File: config.mk
export PLATFORM = sky130hd
export DESIGN_NAME = dmem_arbiter_flat
export DESIGN_NICKNAME = d
export VERILOG_FILES = /design/src/rtl/soc_bus_pkg.sv /design/src/rtl/dmem_arbiter_if.sv /design/src/rtl/dmem_arbiter_bus_hold_reg.sv /design/src/rtl/dmem_arbiter.sv /design/src/flat_wrapper.sv
export SDC_FILE = /design/constraint.sdc
export NUM_CORES = 1
export LEC_CHECK = 0
export ABC_CLOCK_PERIOD_IN_PS = 3410
export BUFFER_PORTS_ARGS = -buffer_cell sky130_fd_sc_hd__buf_2
export CAP_MARGIN = 0
export CORE_ASPECT_RATIO = 1.75
export CORE_MARGIN = 8
export CORE_UTILIZATION = 30
export DETAILED_ROUTE_END_ITERATION = 12
export SYNTH_ARGS = -nofsm -noshare
export SYNTH_HDL_FRONTEND = slang
export SYNTH_SLANG_ARGS = --single-unit
File: constraint.sdc
create_clock -name clk -period 3.41 [get_ports clk]
set_input_delay 0.341 -clock clk [delete_from_list [all_inputs] [get_ports clk]]
set_output_delay 0.341 -clock clk [all_outputs]
set_load 0.01 [all_outputs]
File: src/rtl/soc_bus_pkg.sv
// Shared bus definitions for the data-memory side of the SoC.
// Provides the default address/data widths, the strobe-width helper, the
// request struct layout and the holding-buffer state encoding.
package soc_bus_pkg;

  localparam int unsigned BUS_AW = 32;
  localparam int unsigned BUS_DW = 32;

  // One strobe bit per data byte.
  function automatic int unsigned strb_w(input int unsigned dw);
    return dw / 8;
  endfunction

  localparam int unsigned BUS_SW = BUS_DW / 8;

  // Request fields at the default widths: valid, we, addr, wdata, wstrb.
  typedef struct packed {
    logic              valid;
    logic              we;
    logic [BUS_AW-1:0] addr;
    logic [BUS_DW-1:0] wdata;
    logic [BUS_SW-1:0] wstrb;
  } bus_req_t;

  // Holding-buffer occupancy.
  typedef enum logic {
    HOLD_EMPTY = 1'b0,
    HOLD_PEND  = 1'b1
  } hold_state_e;

endpackage

File: src/rtl/dmem_arbiter_if.sv
// Bus bundle around dmem_arbiter: core data port (c_*), host/debug port
// (h_*) and the data-RAM port (m_*).
//   slave  : the arbiter's view (takes c_*/h_* requests and m_rdata,
//            drives c_rdata, host responses and the memory request)
//   master : the surrounding system's view (core, host and RAM)
interface dmem_arbiter_if #(
  parameter int unsigned AW = 32,
  parameter int unsigned DW = 32
);
  localparam int unsigned SW = soc_bus_pkg::strb_w(DW);

  logic          c_valid;
  logic          c_we;
  logic [AW-1:0] c_addr;
  logic [DW-1:0] c_wdata;
  logic [SW-1:0] c_wstrb;
  logic [DW-1:0] c_rdata;

  logic          h_req;
  logic          h_we;
  logic [AW-1:0] h_addr;
  logic [DW-1:0] h_wdata;
  logic [SW-1:0] h_wstrb;
  logic          h_ready;
  logic          h_rvalid;
  logic [DW-1:0] h_rdata;

  logic          m_valid;
  logic          m_we;
  logic [AW-1:0] m_addr;
  logic [DW-1:0] m_wdata;
  logic [SW-1:0] m_wstrb;
  logic [DW-1:0] m_rdata;

  modport slave (
    input  c_valid, c_we, c_addr, c_wdata, c_wstrb,
    output c_rdata,
    input  h_req, h_we, h_addr, h_wdata, h_wstrb,
    output h_ready, h_rvalid, h_rdata,
    output m_valid, m_we, m_addr, m_wdata, m_wstrb,
    input  m_rdata
  );

  modport master (
    output c_valid, c_we, c_addr, c_wdata, c_wstrb,
    input  c_rdata,
    output h_req, h_we, h_addr, h_wdata, h_wstrb,
    input  h_ready, h_rvalid, h_rdata,
    input  m_valid, m_we, m_addr, m_wdata, m_wstrb,
    output m_rdata
  );

endinterface

File: src/rtl/dmem_arbiter_bus_hold_reg.sv
// bus_hold_reg: one-entry holding buffer for host requests.
//   clk, rst_n      : clock, asynchronous active-low reset
//   in_req, in_*    : incoming host request and its fields
//   ready           : registered "buffer empty", never depends on in_req
//   issue           : buffered request is being sent to memory this cycle
//   pend            : buffer holds a request
//   hold_*          : buffered request fields
module bus_hold_reg
  import soc_bus_pkg::*;
#(
  parameter int unsigned AW = BUS_AW,
  parameter int unsigned DW = BUS_DW,
  parameter int unsigned SW = strb_w(DW)
) (
  input  logic          clk,
  input  logic          rst_n,
  input  logic          in_req,
  input  logic          in_we,
  input  logic [AW-1:0] in_addr,
  input  logic [DW-1:0] in_wdata,
  input  logic [SW-1:0] in_wstrb,
  output logic          ready,
  input  logic          issue,
  output logic          pend,
  output logic          hold_we,
  output logic [AW-1:0] hold_addr,
  output logic [DW-1:0] hold_wdata,
  output logic [SW-1:0] hold_wstrb
);

  hold_state_e state, state_nxt;
  logic        accept;

  assign accept = in_req & ready;
  assign pend   = (state == HOLD_PEND);

  always_comb begin
    state_nxt = state;
    case (state)
      HOLD_EMPTY: if (accept) state_nxt = HOLD_PEND;
      HOLD_PEND:  if (issue)  state_nxt = HOLD_EMPTY;
      default:    state_nxt = HOLD_EMPTY;
    endcase
  end

  // ready is a register copy of !pend so the host sees no path from h_req.
  always_ff @(posedge clk or negedge rst_n) begin
    if (!rst_n) begin
      state <= HOLD_EMPTY;
      ready <= 1'b1;
    end else begin
      state <= state_nxt;
      ready <= (state_nxt == HOLD_EMPTY);
    end
  end

  always_ff @(posedge clk or negedge rst_n) begin
    if (!rst_n) begin
      hold_we    <= 1'b0;
      hold_addr  <= '0;
      hold_wdata <= '0;
      hold_wstrb <= '0;
    end else if (accept) begin
      hold_we    <= in_we;
      hold_addr  <= in_addr;
      hold_wdata <= in_wdata;
      hold_wstrb <= in_wstrb;
    end
  end

endmodule

File: src/rtl/dmem_arbiter.sv
// dmem_arbiter: shares the data-RAM port between the rv32i core and a host
// master. The core has no stall, so it always wins and passes straight
// through; host requests wait in a one-entry buffer and go out in cycles
// where the core is idle.
//   clk, rst_n : clock, asynchronous active-low reset
//   bus        : c_* core port, h_* host port, m_* RAM port (slave view)
//   h_starved  : sticky, host deferred MAX_WAIT or more consecutive cycles
//   defer_cnt  : saturating total of cycles the host was deferred
module dmem_arbiter
  import soc_bus_pkg::*;
#(
  parameter int unsigned AW       = BUS_AW,
  parameter int unsigned DW       = BUS_DW,
  parameter int unsigned CNT_W    = 16,
  parameter int unsigned MAX_WAIT = 64
) (
  input  logic             clk,
  input  logic             rst_n,
  dmem_arbiter_if.slave    bus,
  output logic             h_starved,
  output logic [CNT_W-1:0] defer_cnt
);

  localparam int unsigned SW     = strb_w(DW);
  localparam int unsigned WAIT_W = $clog2(MAX_WAIT + 1);
  localparam logic [WAIT_W-1:0] WAIT_LIMIT = WAIT_W'(MAX_WAIT);

  logic          pend;
  logic          hold_we;
  logic [AW-1:0] hold_addr;
  logic [DW-1:0] hold_wdata;
  logic [SW-1:0] hold_wstrb;
  logic          issue;
  logic          defer;
  logic [WAIT_W-1:0] wait_cnt;

  assign issue = pend & ~bus.c_valid;
  assign defer = pend &  bus.c_valid;

  bus_hold_reg #(
    .AW (AW),
    .DW (DW),
    .SW (SW)
  ) u_hold (
    .clk        (clk),
    .rst_n      (rst_n),
    .in_req     (bus.h_req),
    .in_we      (bus.h_we),
    .in_addr    (bus.h_addr),
    .in_wdata   (bus.h_wdata),
    .in_wstrb   (bus.h_wstrb),
    .ready      (bus.h_ready),
    .issue      (issue),
    .pend       (pend),
    .hold_we    (hold_we),
    .hold_addr  (hold_addr),
    .hold_wdata (hold_wdata),
    .hold_wstrb (hold_wstrb)
  );

  assign bus.c_rdata = bus.m_rdata;

  always_comb begin
    bus.m_valid = 1'b0;
    bus.m_we    = 1'b0;
    bus.m_addr  = '0;
    bus.m_wdata = '0;
    bus.m_wstrb = '0;
    if (bus.c_valid) begin
      bus.m_valid = 1'b1;
      bus.m_we    = bus.c_we;
      bus.m_addr  = bus.c_addr;
      bus.m_wdata = bus.c_wdata;
      bus.m_wstrb = bus.c_wstrb;
    end else if (pend) begin
      bus.m_valid = 1'b1;
      bus.m_we    = hold_we;
      bus.m_addr  = hold_addr;
      bus.m_wdata = hold_wdata;
      bus.m_wstrb = hold_wstrb;
    end
  end

  // In an issue cycle the RAM is addressed by the buffer, so m_rdata is the
  // host's read data; writes complete with zero data.
  always_ff @(posedge clk or negedge rst_n) begin
    if (!rst_n) begin
      bus.h_rvalid <= 1'b0;
      bus.h_rdata  <= '0;
    end else begin
      bus.h_rvalid <= issue;
      if (issue) bus.h_rdata <= hold_we ? '0 : bus.m_rdata;
    end
  end

  always_ff @(posedge clk or negedge rst_n) begin
    if (!rst_n) begin
      defer_cnt <= '0;
      wait_cnt  <= '0;
      h_starved <= 1'b0;
    end else begin
      if (defer && defer_cnt != '1) defer_cnt <= defer_cnt + 1'b1;
      if (issue) begin
        wait_cnt <= '0;
      end else if (defer && wait_cnt != WAIT_LIMIT) begin
        wait_cnt <= wait_cnt + WAIT_W'(1);
      end
      // Set on the deferral that takes the wait counter to MAX_WAIT.
      if (defer && wait_cnt >= WAIT_LIMIT - WAIT_W'(1)) h_starved <= 1'b1;
    end
  end

endmodule

File: src/flat_wrapper.sv
// flat-port wrapper written by rule: the top's interface ports become plain ports
module dmem_arbiter_flat import soc_bus_pkg::*;
#(
  parameter int unsigned AW       = BUS_AW,
  parameter int unsigned DW       = BUS_DW,
  parameter int unsigned CNT_W    = 16,
  parameter int unsigned MAX_WAIT = 64
)
  (clk, rst_n, h_starved, defer_cnt, bus_c_valid, bus_c_we, bus_c_addr, bus_c_wdata, bus_c_wstrb, bus_c_rdata, bus_h_req, bus_h_we, bus_h_addr, bus_h_wdata, bus_h_wstrb, bus_h_ready, bus_h_rvalid, bus_h_rdata, bus_m_valid, bus_m_we, bus_m_addr, bus_m_wdata, bus_m_wstrb, bus_m_rdata);
  dmem_arbiter_if #(.AW(AW), .DW(DW)) bus_i ();
  input  logic clk;
  input  logic rst_n;
  output logic h_starved;
  output logic [CNT_W-1:0] defer_cnt;
  input wire logic [$bits(bus_i.c_valid)-1:0] bus_c_valid;
  input wire logic [$bits(bus_i.c_we)-1:0] bus_c_we;
  input wire logic [$bits(bus_i.c_addr)-1:0] bus_c_addr;
  input wire logic [$bits(bus_i.c_wdata)-1:0] bus_c_wdata;
  input wire logic [$bits(bus_i.c_wstrb)-1:0] bus_c_wstrb;
  output wire logic [$bits(bus_i.c_rdata)-1:0] bus_c_rdata;
  input wire logic [$bits(bus_i.h_req)-1:0] bus_h_req;
  input wire logic [$bits(bus_i.h_we)-1:0] bus_h_we;
  input wire logic [$bits(bus_i.h_addr)-1:0] bus_h_addr;
  input wire logic [$bits(bus_i.h_wdata)-1:0] bus_h_wdata;
  input wire logic [$bits(bus_i.h_wstrb)-1:0] bus_h_wstrb;
  output wire logic [$bits(bus_i.h_ready)-1:0] bus_h_ready;
  output wire logic [$bits(bus_i.h_rvalid)-1:0] bus_h_rvalid;
  output wire logic [$bits(bus_i.h_rdata)-1:0] bus_h_rdata;
  output wire logic [$bits(bus_i.m_valid)-1:0] bus_m_valid;
  output wire logic [$bits(bus_i.m_we)-1:0] bus_m_we;
  output wire logic [$bits(bus_i.m_addr)-1:0] bus_m_addr;
  output wire logic [$bits(bus_i.m_wdata)-1:0] bus_m_wdata;
  output wire logic [$bits(bus_i.m_wstrb)-1:0] bus_m_wstrb;
  input wire logic [$bits(bus_i.m_rdata)-1:0] bus_m_rdata;
  assign bus_i.c_valid = bus_c_valid;
  assign bus_i.c_we = bus_c_we;
  assign bus_i.c_addr = bus_c_addr;
  assign bus_i.c_wdata = bus_c_wdata;
  assign bus_i.c_wstrb = bus_c_wstrb;
  assign bus_c_rdata = bus_i.c_rdata;
  assign bus_i.h_req = bus_h_req;
  assign bus_i.h_we = bus_h_we;
  assign bus_i.h_addr = bus_h_addr;
  assign bus_i.h_wdata = bus_h_wdata;
  assign bus_i.h_wstrb = bus_h_wstrb;
  assign bus_h_ready = bus_i.h_ready;
  assign bus_h_rvalid = bus_i.h_rvalid;
  assign bus_h_rdata = bus_i.h_rdata;
  assign bus_m_valid = bus_i.m_valid;
  assign bus_m_we = bus_i.m_we;
  assign bus_m_addr = bus_i.m_addr;
  assign bus_m_wdata = bus_i.m_wdata;
  assign bus_m_wstrb = bus_i.m_wstrb;
  assign bus_i.m_rdata = bus_m_rdata;
  dmem_arbiter #(.AW(AW), .DW(DW), .CNT_W(CNT_W), .MAX_WAIT(MAX_WAIT)) u_core (.clk(clk), .rst_n(rst_n), .bus(bus_i), .h_starved(h_starved), .defer_cnt(defer_cnt));
endmodule
==> reports/metrics.yaml, run 1 <==
power:
  seqPwrFrac: 0.392
  power_mw: 6.79
  p_sw_frac: 0.331
  power.switching_mw: 2.25
  combPwrFrac: 0.328
  power_density_nw_per_um2: 806
  pwr-share-clk: 0.279
  p_int_mw: 4.54
  vdd_ir_drop_max_mv: 0.550
  p_leak_nw: 4.39
die:
  core-area_um2: 20200
  initial_utilization: 0.304
  dieHeight_um: 205
  pin_count: 327
  dieArea_um2: 25500
  die_width_um: 124
  fp-row-count: 69
worst_hold_path:
  worstHoldStart: "bus_h_wdata[2]"
  hp-class: "primary input to register"
setup_path:
  cp_max_fo: 48
  crit_slowest_cell: "dfrtp_1"
  end_kind: "primary output"
  r2r_slack_ps: 1730
  crit_path_start: "u_core.u_hold.pend"
  r2r_start: "u_core.defer_cnt[0]"
  cp.depth: 5
  max_stage_delay_ps: 500
  critPathTopFamily: "buffers and inverters"
  cp.required_ps: 3070
  crit_arrival_ps: 1920
  reg2reg_to: "u_core.defer_cnt[14]"
  cp-endpoint: "bus_m_wdata[19]"
  startpoint_type: "register"
  crit_type: "register to primary output"
  cp.buffers_inverters: 3
  path_cells: "nand2b_1, clkinv_2, buf_4, a22o_1, buf_2"
  r2r_cells: 5
logic_synthesis:
  async_reset_ff_frac: 1.00
  yosysMostFrequentCell: "dfrtp_1"
  synth.distinct_cells: 41
  syn_nets: 709
  synth.cells.most_frequent: "dfrtp_1, nand2_1, mux2_2"
  synth_area_per_cell_um2: 11.6
  synth_edf_count: 0
  synth_largest_area_cell: "dfrtp_1"
  yosys_warnings: 0
  ys_seq_elements: 128
  synthDominantCellAreaShare: 0.517
  synth_ff_type: "dfrtp_1"
  netlist_area_um2: 6150
  synth_top_cells_by_area: "dfrtp_1, mux2_2, a22o_1, nand2_1, buf_4"
  seq_area_frac_synth: 0.521
  netlist_instances: 532
grt:
  grt_max_degree: 71
  grt_usage: 0.148
  grt_overflow: 0
  grt_pass1_vias: 5355
  grt_pass1_wl_um: 28900
  antenna_found_initial: 2
timing:
  relSlewSlack: 0.606
  hold_viol: 0
  setup_viol: 0
  clock_skew_ps: 5.12
  fmax_ghz: 0.443
  setup_tns_ps: 0
  slew_viol_final: 0
  rsz0062_at_grt: "no"
  tightestPinTransition_ps: 592
  finalCritPeriodShare: 0.662
  period_needed_ps: 2260
detailed_routing:
  routed_wl_um: 19300
  dr.first_iter.drc_count: 209
  wl_met1_um: 7040
  antenna_left: 0
  vias: 5096
  route.met3.wl_um: 1560
  vias_per_cell: 4.71
  top_layer: "met4"
  drc_errors: 0
  dr.pass1.iters: 4
  wl_per_cell_um: 17.8
  wl_met2_um: 10300
place:
  place_area_um2: 7800
  gp_congestion: 0.780
  dp_hpwl_um: 14700
  placed_cells: 1048
  io_buffers: 326
cts:
  cts_sinks: 128
  numCtsBuffers: 17
  postCtsSetupRepairBufs: 0
  cts_tree: "done"
  insertion_delay_ps: 420
  clock-root-buffer: "clkbuf_16"
  clk_path_buf_depth: 2
  clkTransAtPathRegs_ps: 60
  htreeDepth: 4
finish:
  final_area_um2: 8430
  syn_to_final_growth_pct: 37.1
  fillers: 2014
  fin_util: 0.417
  final_cells: 1083
  nets: 997
  drive_gt1_frac: 0.538
status:
  status: "finished, final reports clean"
flow_run:
  cap_viol_max_count: 0
==> cell usage in the layout, fill, tap and decap left out, drive strengths merged, types with 2 or more instances in the layout <==
| cell | Yosys | final |
|---|---|---|
| dfrtp | 127 | 127 |
| diode | 0 | 2 |
| and2 | 4 | 4 |
| buf | 50 | 334 |
| a22o | 68 | 68 |
| xor2 | 10 | 10 |
| bufinv | 0 | 3 |
| nor2 | 10 | 10 |
| clkinvlp | 0 | 2 |
| nor4 | 2 | 2 |
| nand3 | 10 | 10 |
| and3 | 2 | 2 |
| o21ai | 7 | 7 |
| nand2 | 74 | 74 |
| xnor2 | 6 | 6 |
| a211oi | 3 | 3 |
| or3 | 2 | 2 |
| clkbuf | 16 | 23 |
| o21bai | 2 | 2 |
| a21oi | 6 | 6 |
| ha | 3 | 3 |
| inv | 7 | 7 |
| mux2 | 70 | 70 |
| nand3b | 32 | 32 |
| nor3 | 4 | 4 |
| nand4 | 8 | 8 |
| a31o | 2 | 2 |
| clkinv | 0 | 4 |
==> flip-flops by register name, summed over array words and instances, names as in the netlist, 4 cells and up <==
| register | count |
|---|---|
| u_core.bus.h_rdata | 32 |
| u_core.defer_cnt | 16 |
| u_core.u_hold.hold_addr | 32 |
| u_core.u_hold.hold_wdata | 32 |
| u_core.u_hold.hold_wstrb | 4 |
| u_core.wait_cnt | 7 |
==> per-layer routing <==
metal,vias up,track usage
li1,2443,-
met1,2433,0.159
met2,198,0.254
met3,22,0.0475
met4,0,0.0671
met5,-,0
==> final cells by class <==
class                           instances  area (um2)  area share
Antenna cell                            2        5.00    0.000594
Inverter                                7        27.5     0.00327
Tap cell                              248         310      0.0368
Timing Repair Buffer                  335        1730       0.206
Sequential cell                       128        3200       0.380
Clock buffer                           23         488      0.0579
Multi-Input combinational cell        331        2530       0.300
Clock inverter                          9         129      0.0153
==> worst min-delay path by stage <==
stage | end | cells after the start | slack (ps)
3_3_place_gp | u_core.u_hold.hold_addr[10] | 1 | 350
3_5_place_dp | u_core.u_hold.hold_addr[10] | 1 | 350
4_1_cts | u_core.u_hold.hold_wdata[2] | 2 | 120
2_1_floorplan | u_core.bus.h_rdata[0] | 0 | 50
6_report | u_core.u_hold.hold_wdata[2] | 2 | 150
5_1_grt | u_core.u_hold.hold_wdata[0] | 2 | 130
==> kinds of logic (layout without fill, tap and decap cells) <==
family,Yosys count,after routing,synth area share
compound gates,90,90,0.120
other cells,0,2,0
fa+ha+maj,3,3,0.00611
flops,128,128,0.521
simple gates,152,152,0.133
buf+inv,73,374,0.0672
xor+xnor,16,16,0.0228
mux,70,70,0.129
==> power by group through the flow <==
stage	Sequential [mW]	Clock [mW]	Combinational, mW
2_1_floorplan	2.63	0	1.36
3_3_place_gp	2.69	0	2.23
3_5_place_dp	2.69	0	2.28
4_1_cts	2.67	1.95	2.28
5_1_grt	2.75	2.02	2.45
6_report	2.67	1.90	2.23
==> metrics by stage <==
| stage | setup slack, ps | hold WS [ps] |
|---|---|---|
| 2_1_floorplan | 1860 | 45.4 |
| 3_3_place_gp | 1330 | 348 |
| 4_1_cts | 1130 | 118 |
| 3_5_place_dp | 1330 | 347 |
| 6_report | 1150 | 146 |
| 5_1_grt | 1010 | 126 |
==> worst register-to-register path, cell delays in order, from the launching register on <==
cell	delay, ps
dfrtp_1	410
ha_1	220
nand4_1	210
nor3_2	280
nor4b_2	320
xor2_1	170
==> repair_timing <==
action                    in CTS  in global routing
hold buffers                   1                  0
hold endpoints to repair      60                  0
resized for setup              0                  0
No activity file was read; power rests on OpenSTA's default activity.
==> run 2: changes to the inputs <==
Settings changed: ABC_CLOCK_PERIOD_IN_PS 3410 to 2000.
Clock period 3.41 ns to 2 ns, I/O delays scaled along.
==> reports/metrics.yaml, run 2 (synthesis gave the netlist of run 1 again) <==
finish:
  top_regs: "u_core.bus.h_rdata: 32 flops, u_core.u_hold.hold_addr: 32 flops, u_core.u_hold.hold_wdata: 32 flops"
  syn_to_final_growth_pct: 50.4
  nets: 1073  # +7.6%
  drive_gt1_frac: 0.506  # -0.0318
  multi_input_area_um2: 2530  # unchanged
  fillers: 1923  # -4.5%
  final_cell_mix: "buf_2, dfrtp_1, nand2_1"
  final_common_cell: "buf_2"
  antennaDiodeCount: 0  # -2
  seq_area_um2: 3200  # unchanged
power:
  power_density_nw_per_um2: 1310  # +63%
  p_int_mw: 8.24  # +81%
  p_leak_nw: 4.75  # +8.3%
  vdd_ir_drop_max_mv: 0.707  # +29%
  pwr-share-clk: 0.292  # +0.013
  seqPwrFrac: 0.372  # -0.020
  combPwrFrac: 0.336  # +0.008
  p_sw_frac: 0.321  # -0.0102
  power.switching_mw: 3.90  # +73%
place:
  io_buffers: 326  # unchanged
  gp_congestion: 0.798  # +2.4%
  dp_hpwl_um: 15200  # +3.5%
cts:
  cts_tree: "done"
  htreeDepth: 4  # unchanged
  clk_path_buf_depth: 2  # unchanged
  insertion_delay_ps: 420  # about the same
  clkTransAtPathRegs_ps: 60  # about the same
  clock-root-buffer: "clkbuf_16"
  cts_sinks: 128  # unchanged
  numCtsBuffers: 17  # unchanged
status:
  status: "finished, final reports clean"
detailed_routing:
  vias: 5505  # +8.0%
  drc_errors: 0  # unchanged
  vias_per_cell: 4.76  # +1.1%
  dr.first_iter.drc_count: 220  # +5.3%
  antenna_left: 0  # unchanged
  wl_per_cell_um: 17.6  # -1.5%
  routed_wl_um: 20300  # +5.2%
  dr.pass1.iters: 4  # unchanged
timing:
  finalCritPeriodShare: 0.954
  slew_viol_final: 0  # unchanged
  period_needed_ps: 1910
  fmax_ghz: 0.524
  rsz0062_at_grt: "no"
  tightestPinTransition_ps: 511  # -80.2 ps
  timing.hold.ws_ps: 22.5  # -124 ps
  hold_viol: 0  # unchanged
  setup_tns_ps: 0  # unchanged
  setup_viol: 0  # unchanged
  relSlewSlack: 0.659  # +0.0535
  clock_skew_ps: 4.90  # -0.225 ps
worst_hold_path:
  hp-class: "primary input to register"
setup_path:
  startpoint_type: "register"
  cp.buffers_inverters: 3  # unchanged
  cp_max_fo: 29  # -40%
  max_stage_delay_ps: 380  # -120 ps
  crit_slowest_cell: "dfrtp_1"
  cp.required_ps: 1800  # -1270 ps
  path_cells: "nand2b_1, clkinv_4, buf_12, a22o_1, buf_2"
  crit_arrival_ps: 1710  # -210 ps
  end_kind: "primary output"
  critPathTopFamily: "buffers and inverters"
  crit_type: "register to primary output"
die:
  dieArea_um2: 25500  # unchanged
  pin_count: 327  # unchanged
  fp-row-count: 69  # unchanged
  dieHeight_um: 205  # unchanged
  core-area_um2: 20200  # unchanged
  initial_utilization: 0.304  # unchanged
  die_width_um: 124  # unchanged
flow_run:
  cap_viol_max_count: 0  # unchanged
grt:
  grt_pass1_vias: 5883  # +9.9%
  grt_pass1_wl_um: 30900  # +7.1%
  grt_usage: 0.157  # +0.00943
  grt_max_degree: 49  # -31%
  grt_overflow: 0  # unchanged
  antenna_found_initial: 0  # -2
## run 2: power by group through the flow
stage          Combinational (mW)  Clock, mW  Sequential (mW)
3_3_place_gp                 3.98          0             4.52
2_1_floorplan                2.32          0             4.49
3_5_place_dp                 4.03          0             4.54
4_1_cts                      4.14       3.65             4.52
6_report                     4.09       3.54             4.51
5_1_grt                      4.49       3.74             4.67
## run 2: worst reg2reg max path: stages (launching register included)
cell and delay, ps:
dfrtp_1 410, ha_1 220, nand2_1 110, nor3_4 310, a21oi_2 130, mux2_4 310
## run 2: final timing paths
kind	start	end	slack, ps	depth (start not counted)
worst max register to register	u_core.defer_cnt[0]	u_core.defer_cnt[1]	390	5
worst max-delay path	u_core.u_hold.pend	bus_m_wstrb[3]	90	5
min in group asynchronous	rst_n	u_core.u_hold.hold_addr[10]	300	2
max in group asynchronous	rst_n	u_core.defer_cnt[15]	1060	3
worst min register to register	u_core.bus.h_rdata[14]	u_core.bus.h_rdata[14]	460	2
worst min-delay path	bus_m_rdata[18]	u_core.bus.h_rdata[18]	20	3
## run 2: area by class of cell
class	instances	area share
tap	248	0.0336
clock inverter	10	0.0223
sequential	128	0.347
clock buffer	22	0.0502
multi-input combinational	331	0.274
inverter	7	0.00338
timing repair buffer	411	0.270
## run 2: routing by layer
| layer | up-vias | routed length, um | track usage |
|---|---|---|---|
| met5 | - | 0 | 0 |
| met4 | 0 | 499 | 0.0688 |
| met3 | 31 | 1360 | 0.0423 |
| met2 | 197 | 10900 | 0.279 |
| met1 | 2674 | 7540 | 0.168 |
| li1 | 2603 | - | - |
## run 2: per-stage QoR
stage          power (mW)   util  setup WS [ps]  cell area [um2]  cells
3_3_place_gp         8.50  0.391            339             7910   1058
6_report             12.1  0.458           91.9             9250   1157
2_1_floorplan        6.81      -            494             6150    532
3_5_place_dp         8.57  0.391            297             7910   1058
4_1_cts              12.3  0.457           1.74             9220   1154
5_1_grt              12.9  0.458           2.77             9250   1157
## run 2: timing repair
item | in CTS | in global routing
hold buffers | 64 | 0
setup endpoints to repair | 52 | 48
gates resized for setup | 1 | 0
endpoints found under the hold margin | 105 | 0
setup buffers | 0 | 3
